**config.mk**
```make
export PLATFORM = sky130hd
export DESIGN_NAME = if_id_queue
export DESIGN_NICKNAME = d
export VERILOG_FILES = /design/src/rtl/if_id_queue_pkg.sv /design/src/rtl/if_id_queue_inst_fifo.sv /design/src/rtl/if_id_queue.sv
export SDC_FILE = /design/constraint.sdc
export NUM_CORES = 1
export LEC_CHECK = 0
export BUFFER_PORTS_ARGS = -buffer_cell sky130_fd_sc_hd__buf_2
export CORE_MARGIN = 2
export CORE_UTILIZATION = 47
export DETAILED_ROUTE_END_ITERATION = 8
export HOLD_SLACK_MARGIN = 0.1
export MAX_ROUTING_LAYER = met4
export PLACE_DENSITY = 0.75
export SYNTH_ARGS = -nofsm -noshare
export SYNTH_HDL_FRONTEND = slang
export SYNTH_HIERARCHICAL = 1
export SYNTH_SLANG_ARGS = --single-unit
```
**constraint.sdc**
```tcl
create_clock -name clk -period 10.8 [get_ports clk]
set_input_delay 0.54 -clock clk [delete_from_list [all_inputs] [get_ports clk]]
set_output_delay 0.54 -clock clk [all_outputs]
set_load 0.01 [all_outputs]
```
**src/rtl/if_id_queue_pkg.sv**
```systemverilog
// Shared constants for the IF/ID instruction queue: bus widths, the zero word,
// stall encodings and the bit positions inside the ctrl stall vector.
package if_id_queue_pkg;

  localparam int InstAddrBus = 32;          // default PC width
  localparam int InstBus     = 32;          // default instruction width

  localparam logic [31:0] ZeroWord = 32'h0000_0000;

  localparam logic Stop   = 1'b1;
  localparam logic NoStop = 1'b0;

  // Positions in the 6-bit ctrl stall vector
  localparam int STALL_IF = 1;
  localparam int STALL_ID = 2;

endpackage

```
**src/rtl/if_id_queue_inst_fifo.sv**
```systemverilog
// inst_fifo: small synchronous FIFO holding {pc, inst} pairs.
// clear has priority over push/pop. A push while full and a pop while empty
// are ignored. The head entry is read combinationally so the caller can load
// it into its own output register on the same edge that pops it.
module inst_fifo #(
  parameter int W     = 64,
  parameter int DEPTH = 4
) (
  input  logic                     clk,
  input  logic                     rst,
  input  logic                     push,
  input  logic                     pop,
  input  logic                     clear,
  input  logic [W-1:0]             din,
  output logic [W-1:0]             dout,
  output logic                     full,
  output logic                     empty,
  output logic [$clog2(DEPTH):0]   count
);

  localparam int PW = $clog2(DEPTH);
  localparam int CW = PW + 1;

  logic [W-1:0]  mem [DEPTH];
  logic [PW-1:0] rd_ptr;
  logic [PW-1:0] wr_ptr;
  logic          do_push;
  logic          do_pop;

  assign full    = (count == CW'(DEPTH));
  assign empty   = (count == '0);
  assign do_push = push & ~full & ~clear;
  assign do_pop  = pop & ~empty & ~clear;
  assign dout    = mem[rd_ptr];

  // Storage write; contents need no reset because count gates every read.
  always_ff @(posedge clk) begin
    if (do_push) begin
      mem[wr_ptr] <= din;
    end
  end

  // Pointer and occupancy bookkeeping; pointers wrap naturally (DEPTH is 2^n).
  always_ff @(posedge clk or posedge rst) begin
    if (rst) begin
      rd_ptr <= '0;
      wr_ptr <= '0;
      count  <= '0;
    end else if (clear) begin
      rd_ptr <= '0;
      wr_ptr <= '0;
      count  <= '0;
    end else begin
      if (do_push) wr_ptr <= wr_ptr + PW'(1);
      if (do_pop)  rd_ptr <= rd_ptr + PW'(1);
      case ({do_push, do_pop})
        2'b10:   count <= count + CW'(1);
        2'b01:   count <= count - CW'(1);
        default: count <= count;
      endcase
    end
  end

endmodule

```
**src/rtl/if_id_queue.sv**
```systemverilog
// if_id_queue: IF/ID pipeline register with a DEPTH-entry instruction queue.
// Fetch pushes with a valid/ready handshake; decode consumes whenever
// stall[STALL_ID] is clear. An empty queue lets a fetched instruction bypass
// straight into the output register (1-cycle latency, like the old register).
// Optional build macro IF_ID_QUEUE_PERF_EN adds bubble_cnt / full_cnt.
module if_id_queue
  import if_id_queue_pkg::*;
#(
  parameter int ADDR_W = InstAddrBus,
  parameter int INST_W = InstBus,
  parameter int DEPTH  = 4
) (
  input  logic              clk,
  input  logic              rst,
  input  logic [5:0]        stall,
  input  logic              flush,
  input  logic              if_valid,
  output logic              if_ready,
  input  logic [ADDR_W-1:0] if_pc,
  input  logic [INST_W-1:0] if_inst,
  output logic              id_valid,
  output logic [ADDR_W-1:0] id_pc,
  output logic [INST_W-1:0] id_inst
`ifdef IF_ID_QUEUE_PERF_EN
  ,
  output logic [31:0]       bubble_cnt,
  output logic [31:0]       full_cnt
`endif
);

  localparam int W = ADDR_W + INST_W;

  logic                  fifo_full;
  logic                  fifo_empty;
  logic [$clog2(DEPTH):0] fifo_count;
  logic [W-1:0]          head;
  logic                  enq;
  logic                  adv;
  logic                  fifo_push;
  logic                  fifo_pop;
  logic                  bubble;
  logic                  unused_bits;

  // Only the ID stall bit matters here; fetch back-pressure is if_ready.
  assign unused_bits = ^{stall[5:3], stall[STALL_IF], stall[0], fifo_count};

  assign if_ready  = ~fifo_full;
  assign enq       = if_valid & if_ready;
  assign adv       = (stall[STALL_ID] == NoStop);
  // Bypass case (advance with empty queue) must not also write the queue.
  assign fifo_push = enq & ~flush & ~(adv & fifo_empty);
  assign fifo_pop  = adv & ~fifo_empty & ~flush;
  assign bubble    = adv & fifo_empty & ~enq & ~flush;

  inst_fifo #(
    .W     (W),
    .DEPTH (DEPTH)
  ) u_fifo (
    .clk   (clk),
    .rst   (rst),
    .push  (fifo_push),
    .pop   (fifo_pop),
    .clear (flush),
    .din   ({if_pc, if_inst}),
    .dout  (head),
    .full  (fifo_full),
    .empty (fifo_empty),
    .count (fifo_count)
  );

  // Output register: flush > head load > bypass > bubble; holds while stalled.
  always_ff @(posedge clk or posedge rst) begin
    if (rst) begin
      id_valid <= 1'b0;
      id_pc    <= '0;
      id_inst  <= INST_W'(ZeroWord);
    end else if (flush) begin
      id_valid <= 1'b0;
      id_pc    <= '0;
      id_inst  <= INST_W'(ZeroWord);
    end else if (adv) begin
      if (!fifo_empty) begin
        id_valid <= 1'b1;
        id_pc    <= head[W-1:INST_W];
        id_inst  <= head[INST_W-1:0];
      end else if (enq) begin
        id_valid <= 1'b1;
        id_pc    <= if_pc;
        id_inst  <= if_inst;
      end else begin
        id_valid <= 1'b0;
        id_pc    <= '0;
        id_inst  <= INST_W'(ZeroWord);
      end
    end
  end

`ifdef IF_ID_QUEUE_PERF_EN
  // Saturating event counters; flush leaves them alone.
  always_ff @(posedge clk or posedge rst) begin
    if (rst) begin
      bubble_cnt <= '0;
      full_cnt   <= '0;
    end else begin
      if (bubble && bubble_cnt != '1)                full_cnt <= full_cnt;
      if (bubble && bubble_cnt != '1)                bubble_cnt <= bubble_cnt + 32'd1;
      if (if_valid && !if_ready && full_cnt != '1)   full_cnt <= full_cnt + 32'd1;
    end
  end
`else
  logic unused_bubble;
  assign unused_bubble = bubble;
`endif

endmodule

```
Word level (Yosys, flattened, before mapping)
Memory sizes are Yosys's and may differ from the RTL's.
Cells that the tools add are included.
{"block": "op_classes", "add_sub_neg": 4, "muxes": 20, "eq_ne": 4, "bitwise": 15, "reduce_logical": 4}
{"cell": "$mux 32", "n": 8}
{"cell": "$and 1x1->1", "n": 10}
{"cell": "$mux 2", "n": 4}
{"cell": "$mux 1", "n": 6}
{"cell": "$pmux 3 s2", "n": 1}
{"cell": "$not 1->1", "n": 5}
{"cell": "$add 2x1->2 const B", "n": 2}
{"cell": "$reduce_bool 2->1", "n": 2}
{"cell": "$add 3x1->3 const B", "n": 1}
{"cell": "$eq 3x3->1 const B", "n": 1}
{"cell": "$logic_not 3->1", "n": 1}
{"cell": "$mux 3", "n": 1}
{"cell": "$reduce_bool 3->1", "n": 1}
{"cell": "$sub 3x1->3 const B", "n": 1}
{"cell": "$eq 2x1->1 const B", "n": 1}
{"cell": "$eq 2x2->1 const B", "n": 1}
{"cell": "$ne 2x1->1 const B", "n": 1}
{"block": "totals", "wordCells": 54, "out_inout_bits": 66, "in_bits": 74, "ff_bits": 72, "n_memories": 1, "ram_bits": 256}
{"memory": "u_fifo.mem", "words": 4, "word_bits": 64, "rd": 1, "rd_clocked_by_memory_dff": 0, "write_ports": 1, "line": "if_id_queue_inst_fifo.sv:24", "text": "logic [W-1:0] mem [DEPTH];"}

Logic depth before layout (Yosys ltp)
Gate-level depths: netlist (run 1).
{"block": "depth", "word_depth": 10, "depth_mapped": 14, "ltp_nobuf": 10}

Modules after synthesis
Netlist (run 1), hierarchy kept.
{"module": "inst_fifo", "area_each_um2": 9811.9, "seq_area_each_um2": 7862.5, "n_inst": 1, "cells_each": 401}
{"module": "if_id_queue", "area_each_um2": 3100.5, "seq_area_each_um2": 1626.6, "n_inst": 1, "cells_each": 295}

Least setup slack after synthesis (run 1)
Ideal clock, no wire load.
{"block": "synth_timing", "kind": "reg-to-reg", "start": "reg u_fifo.count[1]", "end": "mem u_fifo.mem[0][0], enable pin", "arrival_time_ns": 3.468, "setup_time_ns": 0.429, "period_less_slack_ns": 3.897, "stages_incl_launch_ff": 11, "slack_ns": 6.903, "t_required_ns": 10.371, "cell_sequence": "dfrtp_1 > buf_2 > nor3b_2 > or3b_4 > buf_6 > buf_8 > nor2_1 > buf_4 > inv_1 > nor3_1 > and2_1"}
{"block": "synth_via", "elab_chain_len": 9, "word_cells_on_any_way": 12}
{"element": "start, declared", "line": "if_id_queue_inst_fifo.sv:18", "text": "output logic [$clog2(DEPTH):0] count"}
{"element": "start signal, assigned", "line": "if_id_queue_inst_fifo.sv:57", "text": "2'b10: count <= count + CW'(1);"}
{"element": "start signal, assigned", "line": "if_id_queue_inst_fifo.sv:58", "text": "2'b01: count <= count - CW'(1);"}
{"element": "start signal, assigned", "line": "if_id_queue_inst_fifo.sv:59", "text": "default: count <= count;"}
{"element": "$eq 3x3->1", "line": "if_id_queue_inst_fifo.sv:30", "text": "assign full = (count == CW'(DEPTH));"}
{"element": "named net fifo_full", "line": "if_id_queue.sv:33", "text": "logic fifo_full;"}
{"element": "$not 1->1", "line": "if_id_queue.sv:47", "text": "assign if_ready = ~fifo_full;"}
{"element": "$and 1x1->1", "line": "if_id_queue.sv:48", "text": "assign enq = if_valid & if_ready;"}
{"element": "$and 1x1->1 (2 in a row)", "line": "if_id_queue.sv:51", "text": "assign fifo_push = enq & ~flush & ~(adv & fifo_empty);"}
{"element": "named net fifo_push", "line": "if_id_queue.sv:39", "text": "logic fifo_push;"}
{"element": "$and 1x1->1 (2 in a row)", "line": "if_id_queue_inst_fifo.sv:32", "text": "assign do_push = push & ~full & ~clear;"}
{"element": "$mux 1", "line": "if_id_queue_inst_fifo.sv:38", "text": "if (do_push) begin"}
{"element": "$mux 1 (not written as such)", "line": "if_id_queue_inst_fifo.sv:39", "text": "mem[wr_ptr] <= din;"}
{"element": "end, declared", "line": "if_id_queue_inst_fifo.sv:24"}
The timed path passes the listed nets, and every way through them passes these cells.

Final worst setup path (run 1)
{"block": "layout_timing", "start": "reg u_fifo.count[2]", "end": "mem u_fifo.mem[0][21], enable pin"}
The elaborated chain is that of the path after synthesis.

==> results by group, run 1 <==
CTS
  – Num Clock Sinks: 328
  – TritonCTS clock tree: yes
  – H-tree Lvls: 2
  – Postcts setup bufs: 0
  – Clk Latency, worst-skew pair: 0.51 ns
  – # resized after CTS: 0
  – Clk buf depth: 3
  – Clock transition at path regs: 0.06 ns
  – Clock Tree Root: clkbuf_16
  – Num CTS Buffers: 35

Power
  – Power Density: 174.9 nW/µm²
  – VDD IR-drop max: 0.0001141 V
  – Flop pwr share: 53.6%
  – Switching share of power: 20.51%
  – Clock power share: 42.5%
  – Static Leakage: 5.295 nW
  – Psw: 0.0005315 W
  – Combinational share of power: 3.9%
  – Pint: 0.002060 W

Yosys
  – Synth Flop Type: edfxtp_1
  – Post-Syn Instances: 696
  – Synthesized cell area: 12910 µm²
  – Register bit count reported by yosys: 328
  – Cell variety after synth: 46
  – Seq/Total Area, Yosys: 73.49%
  – Leading area contributor after synthesis: edfxtp_1
  – Fraction of registers with async set/reset: 21.95%
  – Yosys warns: 6
  – Syn nets: 775
  – Number of flops mapped to enable cells by yosys: 256
  – Avg Cell Area, Syn: 18.55 µm²
  – Synth area leaders: edfxtp_1 60%, dfrtp_1 14%, mux4_2 11%
  – Share of the synthesized area in the top cell type: 59.53%

Timing
  – Setup Skew: 0.01538 ns
  – # setup viols final: 0
  – Final Critical Period: 4.052 ns
  – Worst-Margin Slew: 1.075 ns
  – Unrepaired setup endpoints after global routing: no
  – F_max: 246.8 MHz
  – Slew Viols, Final: 0
  – Setup ws final: 6.748 ns
  – Final worst path period share: 37.52%
  – Fin Setup TNS: 0 ns
  – Fin. Hold Viols: 0
  – Rel. slew slack: 28.36%

Setup path
  – Critical path, cell by cell: nor3b_2 -> or3b_4 -> nor2_1 -> inv_1 -> nor3_1 -> and2_4
  – Max FO, Critical Path: 64
  – R2r startpoint: u_fifo/count[2]$_DFFE_PP0P_
  – Slowest-stage cell, CP: and2_4
  – Critical path buffer and inverter count: 1
  – Slowest Stage Delay on Critical Path: 0.89 ns
  – Reg2reg end: u_fifo/mem[0][21]$_DFFE_PP_
  – Startpoint types: flop
  – Worst reg-to-reg path cell count: 6
  – Crit path DAT: 4.17 ns
  – Setup Crit Path Kind: flop to flop
  – Delay-heaviest family, CP: simple AND/OR/NAND/NOR gates
  – R2R setup slack: 6.75 ns
  – CP Capture Type: flop
  – Data required time of the worst path: 10.92 ns

Layout
  – Ratio of cells with drive above 1 in the final layout: 35.52%
  – Filler cell count: 2108
  – Post-route insts no fill: 1195
  – P&R area growth vs syn: 14.76%
  – Register area: 9497 µm²
  – Multi-input gate area: 3074 µm²
  – Nets: 906
  – Post-route cell area: 14820 µm²

Global route
  – First-pass GRT wire length: 40.81 mm
  – Overflow after GRT: 0
  – Gr usage total: 19.28%
  – Vias in the first global route: 7226
  – Initial antenna violation count: 1
  – Largest net degree at the start of global routing: 75

Routing
  – DR iter-0 viols: 647
  – Routed wire per std cell: 22.05 µm
  – DRC Markers: 0
  – DR vias/cell: 5.716
  – Vias: 6831
  – Final ANT Viol Nets: 0
  – Post-Route WL: 26.35 mm
  – Pre-Repair DR Iteration Count: 5

Placed design
  – Placed Instances: 1130
  – Detail Placement HPWL: 13.55 mm
  – Pre-CTS setup slack: 6.664 ns
  – GP Congestion: 0.7361
  – Port bufs: 134
  – Cell Area, Placed: 13750 µm²

Hold path
  – WHS Path Cells: 1
  – HP Start: if_inst[26]
  – Hold Crit Endpoint: u_fifo/mem[0][26]$_DFFE_PP_
  – Hold Path Class: input pin to flop

Die
  – CORE AREA: 26950 µm²
  – IO Pins: 140
  – Die span in x: 169.8 µm
  – # rows: 60
  – Starting Density: 47.91%
  – Area of the die: 28820 µm²
  – Die Ht: 169.8 µm

Flow run
  – # Max-Cap Violations: 0

Status
  – Status: finished clean
per-stage QoR:
| step | total power, W | hold slack, ns | utilization (%) |
|---|---|---|---|
| 5_1_grt | 0.002676 | 0.2460 | 54.98 |
| 6_report | 0.002591 | 0.2618 | 54.98 |
| 2_1_floorplan | 0.001467 | 0.3434 | - |
| 3_5_place_dp | 0.001517 | 0.4966 | 51.01 |
| 3_3_place_gp | 0.001513 | 0.4920 | 51.01 |
| 4_1_cts | 0.002620 | 0.2430 | 54.97 |
repair_timing:
item	CTS	global route
endpoints found under the setup margin	0	0
hold endpoints to repair	7	0
hold buffers	1	0
power by group through the flow:
stage	combinational (W)	clock [W]	sequential, W
4_1_cts	0.000102	0.00113	0.00139
3_5_place_dp	0.000102	0	0.00142
2_1_floorplan	0.0000478	0	0.00142
3_3_place_gp	0.0000984	0	0.00141
6_report	0.000100	0.00110	0.00139
5_1_grt	0.000111	0.00118	0.00139
cell type report:
cell class | instances | share of cell area [%]
antenna | 1 | 0.01689
clock buffer | 50 | 6.493
clock inverter | 13 | 0.6417
inverter | 9 | 0.2364
multi-input combinational | 312 | 20.75
sequential | 328 | 64.09
tap | 341 | 2.879
timing repair buffer | 141 | 4.897
cell usage in the layout (no fill, tap or decap), types with 6 or more instances in the layout:
master / instances
dfrtp_1: 70
a22oi_1: 63
buf_4: 6
mux4_2: 64
clkbuf_1: 12
nor2_1: 6
clkbuf_16: 35
o21ai_0: 11
buf_2: 134
o21ai_2: 40
o21ai_1: 15
inv_1: 8
nand2_1: 65
edfxtp_1: 256
routing by layer:
metal	wire [µm]	global-route usage, %	part of all wire, %
met1	11440	25.39	43
met2	13070	31.38	50
met3	1402	3.568	5.3
met4	434	5.017	1.6
met5	0	-	0
cells in the mapped netlist (2+ instances only):
master and count:
mux4_2 64, nor2_1 6, edfxtp_1 256, clkbuf_1 8, buf_6 6, or3b_1 2, a22oi_1 63, buf_2 24
inv_1 9, buf_12 4, buf_4 3, nor3_1 3, and2_1 4, nand3_1 2, nand2_1 65, a221oi_1 2
dfrtp_1 72, o21ai_1 15, nand2b_1 2, o21ai_2 40, ha_1 4, nand3b_1 2, o21ai_0 11, nor2b_1 3
xor2_1 2, a21oi_1 4
worst register-to-register path, cell delays in order (launching register included):
cell	delay (ns)
dfrtp_1	0.49
nor3b_2	0.26
or3b_4	0.64
nor2_1	0.66
inv_1	0.20
nor3_1	0.42
and2_4	0.89
state kept, by name, indices dropped and copies added, names as in the netlist:
register / count
u_fifo/mem: 256
id_valid: 1
u_fifo/wr_ptr: 2
id_pc: 32
u_fifo/rd_ptr: 2
id_inst: 32
u_fifo/count: 3
kinds of logic after synthesis:
logic type,count (synthesis),synth area share (%)
AO/OA/AOI/OAI,145,8.295
XOR/XNOR,3,0.2035
adder cells (fa/ha/maj),5,0.5427
buffers and inverters,56,2.897
flip-flops,328,73.49
multiplexers,64,11.16
AND/OR/NAND/NOR,95,3.411
worst max-delay path by stage:
stage	start	endpoint	slack, ns	depth (start not counted)
2_1_floorplan	u_fifo/count[1]$_DFFE_PP0P_	u_fifo/mem[0][0]$_DFFE_PP_	6.90	10
3_3_place_gp	flush	u_fifo/mem[2][33]$_DFFE_PP_	6.73	6
3_5_place_dp	flush	u_fifo/mem[2][10]$_DFFE_PP_	6.66	6
4_1_cts	u_fifo/count[0]$_DFFE_PP0P_	u_fifo/mem[2][3]$_DFFE_PP_	6.71	6
5_1_grt	u_fifo/count[0]$_DFFE_PP0P_	u_fifo/mem[2][42]$_DFFE_PP_	6.38	6
6_report	u_fifo/count[2]$_DFFE_PP0P_	u_fifo/mem[0][21]$_DFFE_PP_	6.75	6
No activity file was read; power rests on OpenSTA's default activity.
==> run 2, diff against run 1 <==
- PLACE_DENSITY: 0.75 -> 0.78
- clock period: 10.8 -> 3.3 ns (I/O delays scaled with it)
==> run 2 against run 1 <==
Design area grew 6.5%. Sequential power grew to 3.3 times the previous value. Non-clock buffer count grew 86. Critical path type unchanged. Worst setup slack lost 6.2 ns. Largest cell class unchanged.
==> results by group, run 2 (same netlist as run 1, synthesis figures left out) <==
Timing
  – F_max: 364.5 MHz (was 246.8 MHz)
  – Hold_ws: 0.1756 ns (was 0.2618 ns)
  – Rel. slew slack: 32.26% (was 28.36%)
  – Slew Viols, Final: 0 (unchanged)
  – Unrepaired setup endpoints after global routing: no (unchanged)
  – Final Critical Period: 2.743 ns (was 4.052 ns)
  – Worst-Margin Slew: 1.016 ns (was 1.075 ns)
  – Setup Skew: 0.01624 ns (was 0.01538 ns)
  – Final worst path period share: 83.12% (was 37.52%)
  – Fin. Hold Viols: 0 (unchanged)
  – # setup viols final: 0 (unchanged)
  – Fin Setup TNS: 0 ns (unchanged)

Setup path
  – Setup Crit Path Kind: flop to flop (unchanged)
  – Crit path DAT: 2.87 ns (was 4.17 ns)
  – Data required time of the worst path: 3.43 ns (was 10.92 ns)
  – Max FO, Critical Path: 28 (was 64)
  – Startpoint types: flop (unchanged)
  – CP Capture Type: flop (unchanged)

Die
  – Die span in x: 169.8 µm (unchanged)
  – Area of the die: 28820 µm² (unchanged)
  – # rows: 60 (unchanged)
  – Die Ht: 169.8 µm (unchanged)
  – IO Pins: 140 (unchanged)
  – CORE AREA: 26950 µm² (unchanged)
  – Starting Density: 47.91% (unchanged)

CTS
  – TritonCTS clock tree: yes (unchanged)
  – Clk Latency, worst-skew pair: 0.50 ns (was 0.51 ns)
  – Clock transition at path regs: 0.06 ns (about the same)
  – Postcts setup bufs: 0 (unchanged)
  – # resized after CTS: 0 (unchanged)
  – Clock Tree Root: clkbuf_16 (unchanged)
  – H-tree Lvls: 2 (unchanged)
  – Num Clock Sinks: 328 (unchanged)
  – Num CTS Buffers: 35 (unchanged)
  – Clk buf depth: 3 (unchanged)

Layout
  – Nets: 992 (was 906)
  – P&R area growth vs syn: 22.21% (was 14.76%)
  – Largest regs: u_fifo/mem x256, id_inst x32, id_pc x32 (unchanged)
  – Commonest cells after routing, fill and taps aside: 256 x edfxtp_1, 134 x buf_2, 70 x dfrtp_1, 68 x dlygate4sd3_1, 65 x nand2_1 (was 256 x edfxtp_1, 134 x buf_2, 70 x dfrtp_1, 65 x nand2_1, 64 x mux4_2)
  – Most common cell after layout, fill and taps aside: edfxtp_1 (unchanged)
  – Ratio of cells with drive above 1 in the final layout: 34.29% (was 35.52%)
  – Largest register FFs: 256 (unchanged)
  – Largest Register: u_fifo/mem (unchanged)

Routing
  – Pre-Repair DR Iteration Count: 6 (was 5)
  – DR iter-0 viols: 550 (was 647)
  – DRC Markers: 0 (unchanged)
  – Post-Route WL: 27.92 mm (was 26.35 mm)
  – DR vias/cell: 5.632 (was 5.716)
  – Final ANT Viol Nets: 0 (unchanged)
  – Vias: 7215 (was 6831)
  – Routed wire per std cell: 21.80 µm (was 22.05 µm)

Placed design
  – Detail Placement HPWL: 15.37 mm (was 13.55 mm)
  – Port bufs: 134 (unchanged)
  – GP Congestion: 0.7612 (was 0.7361)

Global route
  – Gr usage total: 20.33% (was 19.28%)
  – Largest net degree at the start of global routing: 66 (was 75)
  – First-pass GRT wire length: 43.00 mm (was 40.81 mm)
  – Vias in the first global route: 7466 (was 7226)
  – Initial antenna violation count: 1 (unchanged)
  – Overflow after GRT: 0 (unchanged)

Flow run
  – # Max-Cap Violations: 0 (unchanged)

Power
  – VDD IR-drop max: 0.0004307 V (was 0.0001141 V)
  – Clock power share: 42.8% (was 42.5%)
  – Pint: 0.006911 W (was 0.002060 W)
  – Power Density: 549.3 nW/µm² (was 174.9 nW/µm²)
  – Combinational share of power: 4.7% (was 3.9%)
  – Flop pwr share: 52.4% (was 53.6%)
  – Switching share of power: 20.27% (was 20.51%)
  – Psw: 0.001757 W (was 0.0005315 W)
  – Static Leakage: 5.721 nW (was 5.295 nW)

Status
  – Status: finished clean (unchanged)

Hold path
  – Hold Path Class: input pin to async pin (was input pin to flop)
run 2: cell type report:
class,count,area [µm²]
well taps,341,426.7
flip-flops and latches,328,9497
clock inverters,15,116.4
clock buffers,48,977.2
fillers,1983,11170
repair buffers,227,1652
diodes,1,2.502
multi-input cells,312,3074
inverters,9,35.03
run 2: worst paths after layout:
path | startpoint | to | slack [ns] | cells after the start
min in group clk | if_inst[23] | u_fifo/mem[0][23]$_DFFE_PP_ | 0.43 | 2
max in group asynchronous | rst | id_pc[0]$_DFFE_PP0P_ | 2.04 | 4
setup / recovery | u_fifo/count[0]$_DFFE_PP0P_ | u_fifo/mem[1][60]$_DFFE_PP_ | 0.56 | 7
hold / removal | rst | u_fifo/rd_ptr[1]$_DFFE_PP0P_ | 0.18 | 3
hold reg to reg | id_inst[19]$_DFFE_PP0P_ | id_inst[19]$_DFFE_PP0P_ | 0.50 | 2
setup reg to reg | u_fifo/count[0]$_DFFE_PP0P_ | u_fifo/mem[1][60]$_DFFE_PP_ | 0.56 | 7
run 2: worst max-delay path: stages (launching register included):
cell     delay, ns
dfrtp_1       0.59
nor3b_2       0.10
or3b_4        0.38
nor2_1        0.15
inv_1         0.10
nor3_1        0.40
and2_4        0.24
buf_4         0.39
run 2: power by group through the flow:
stage               Combinational (W)  Clock [W]  Sequential, W
global route                 0.000448    0.00395        0.00455
detailed placement           0.000348          0        0.00463
floorplan                    0.000157          0        0.00464
finish                       0.000409    0.00371        0.00455
CTS                          0.000412    0.00379        0.00455
global placement             0.000335          0        0.00463
run 2: through the flow:
stage          cells  setup WS [ns]  power, W  area [µm²]  util [%]
2_1_floorplan    696        0.09577  0.004799       12920         -
3_3_place_gp    1149         0.6129  0.004961       14000     51.96
3_5_place_dp    1149         0.5590  0.004977       14000     51.96
4_1_cts         1280         0.5608  0.008747       15780     58.54
5_1_grt         1281         0.3205  0.008948       15780     58.55
6_report        1281         0.5569  0.008668       15780     58.55
run 2: metal layers:
| layer | routed length [µm] | track usage (%) | vias to the layer above |
|---|---|---|---|
| met1 | 12140 | 28.48 | 3719 |
| met5 | 0 | - | - |
| met4 | 420 | 4.274 | 0 |
| met3 | 1666 | 3.195 | 37 |
| met2 | 13690 | 32.10 | 241 |
| li1 | - | - | 3218 |
run 2: repair_timing:
item | CTS | global route
hold endpoints to repair | 372 | 0
hold buffers | 68 | 0
endpoints found under the setup margin | 0 | 0
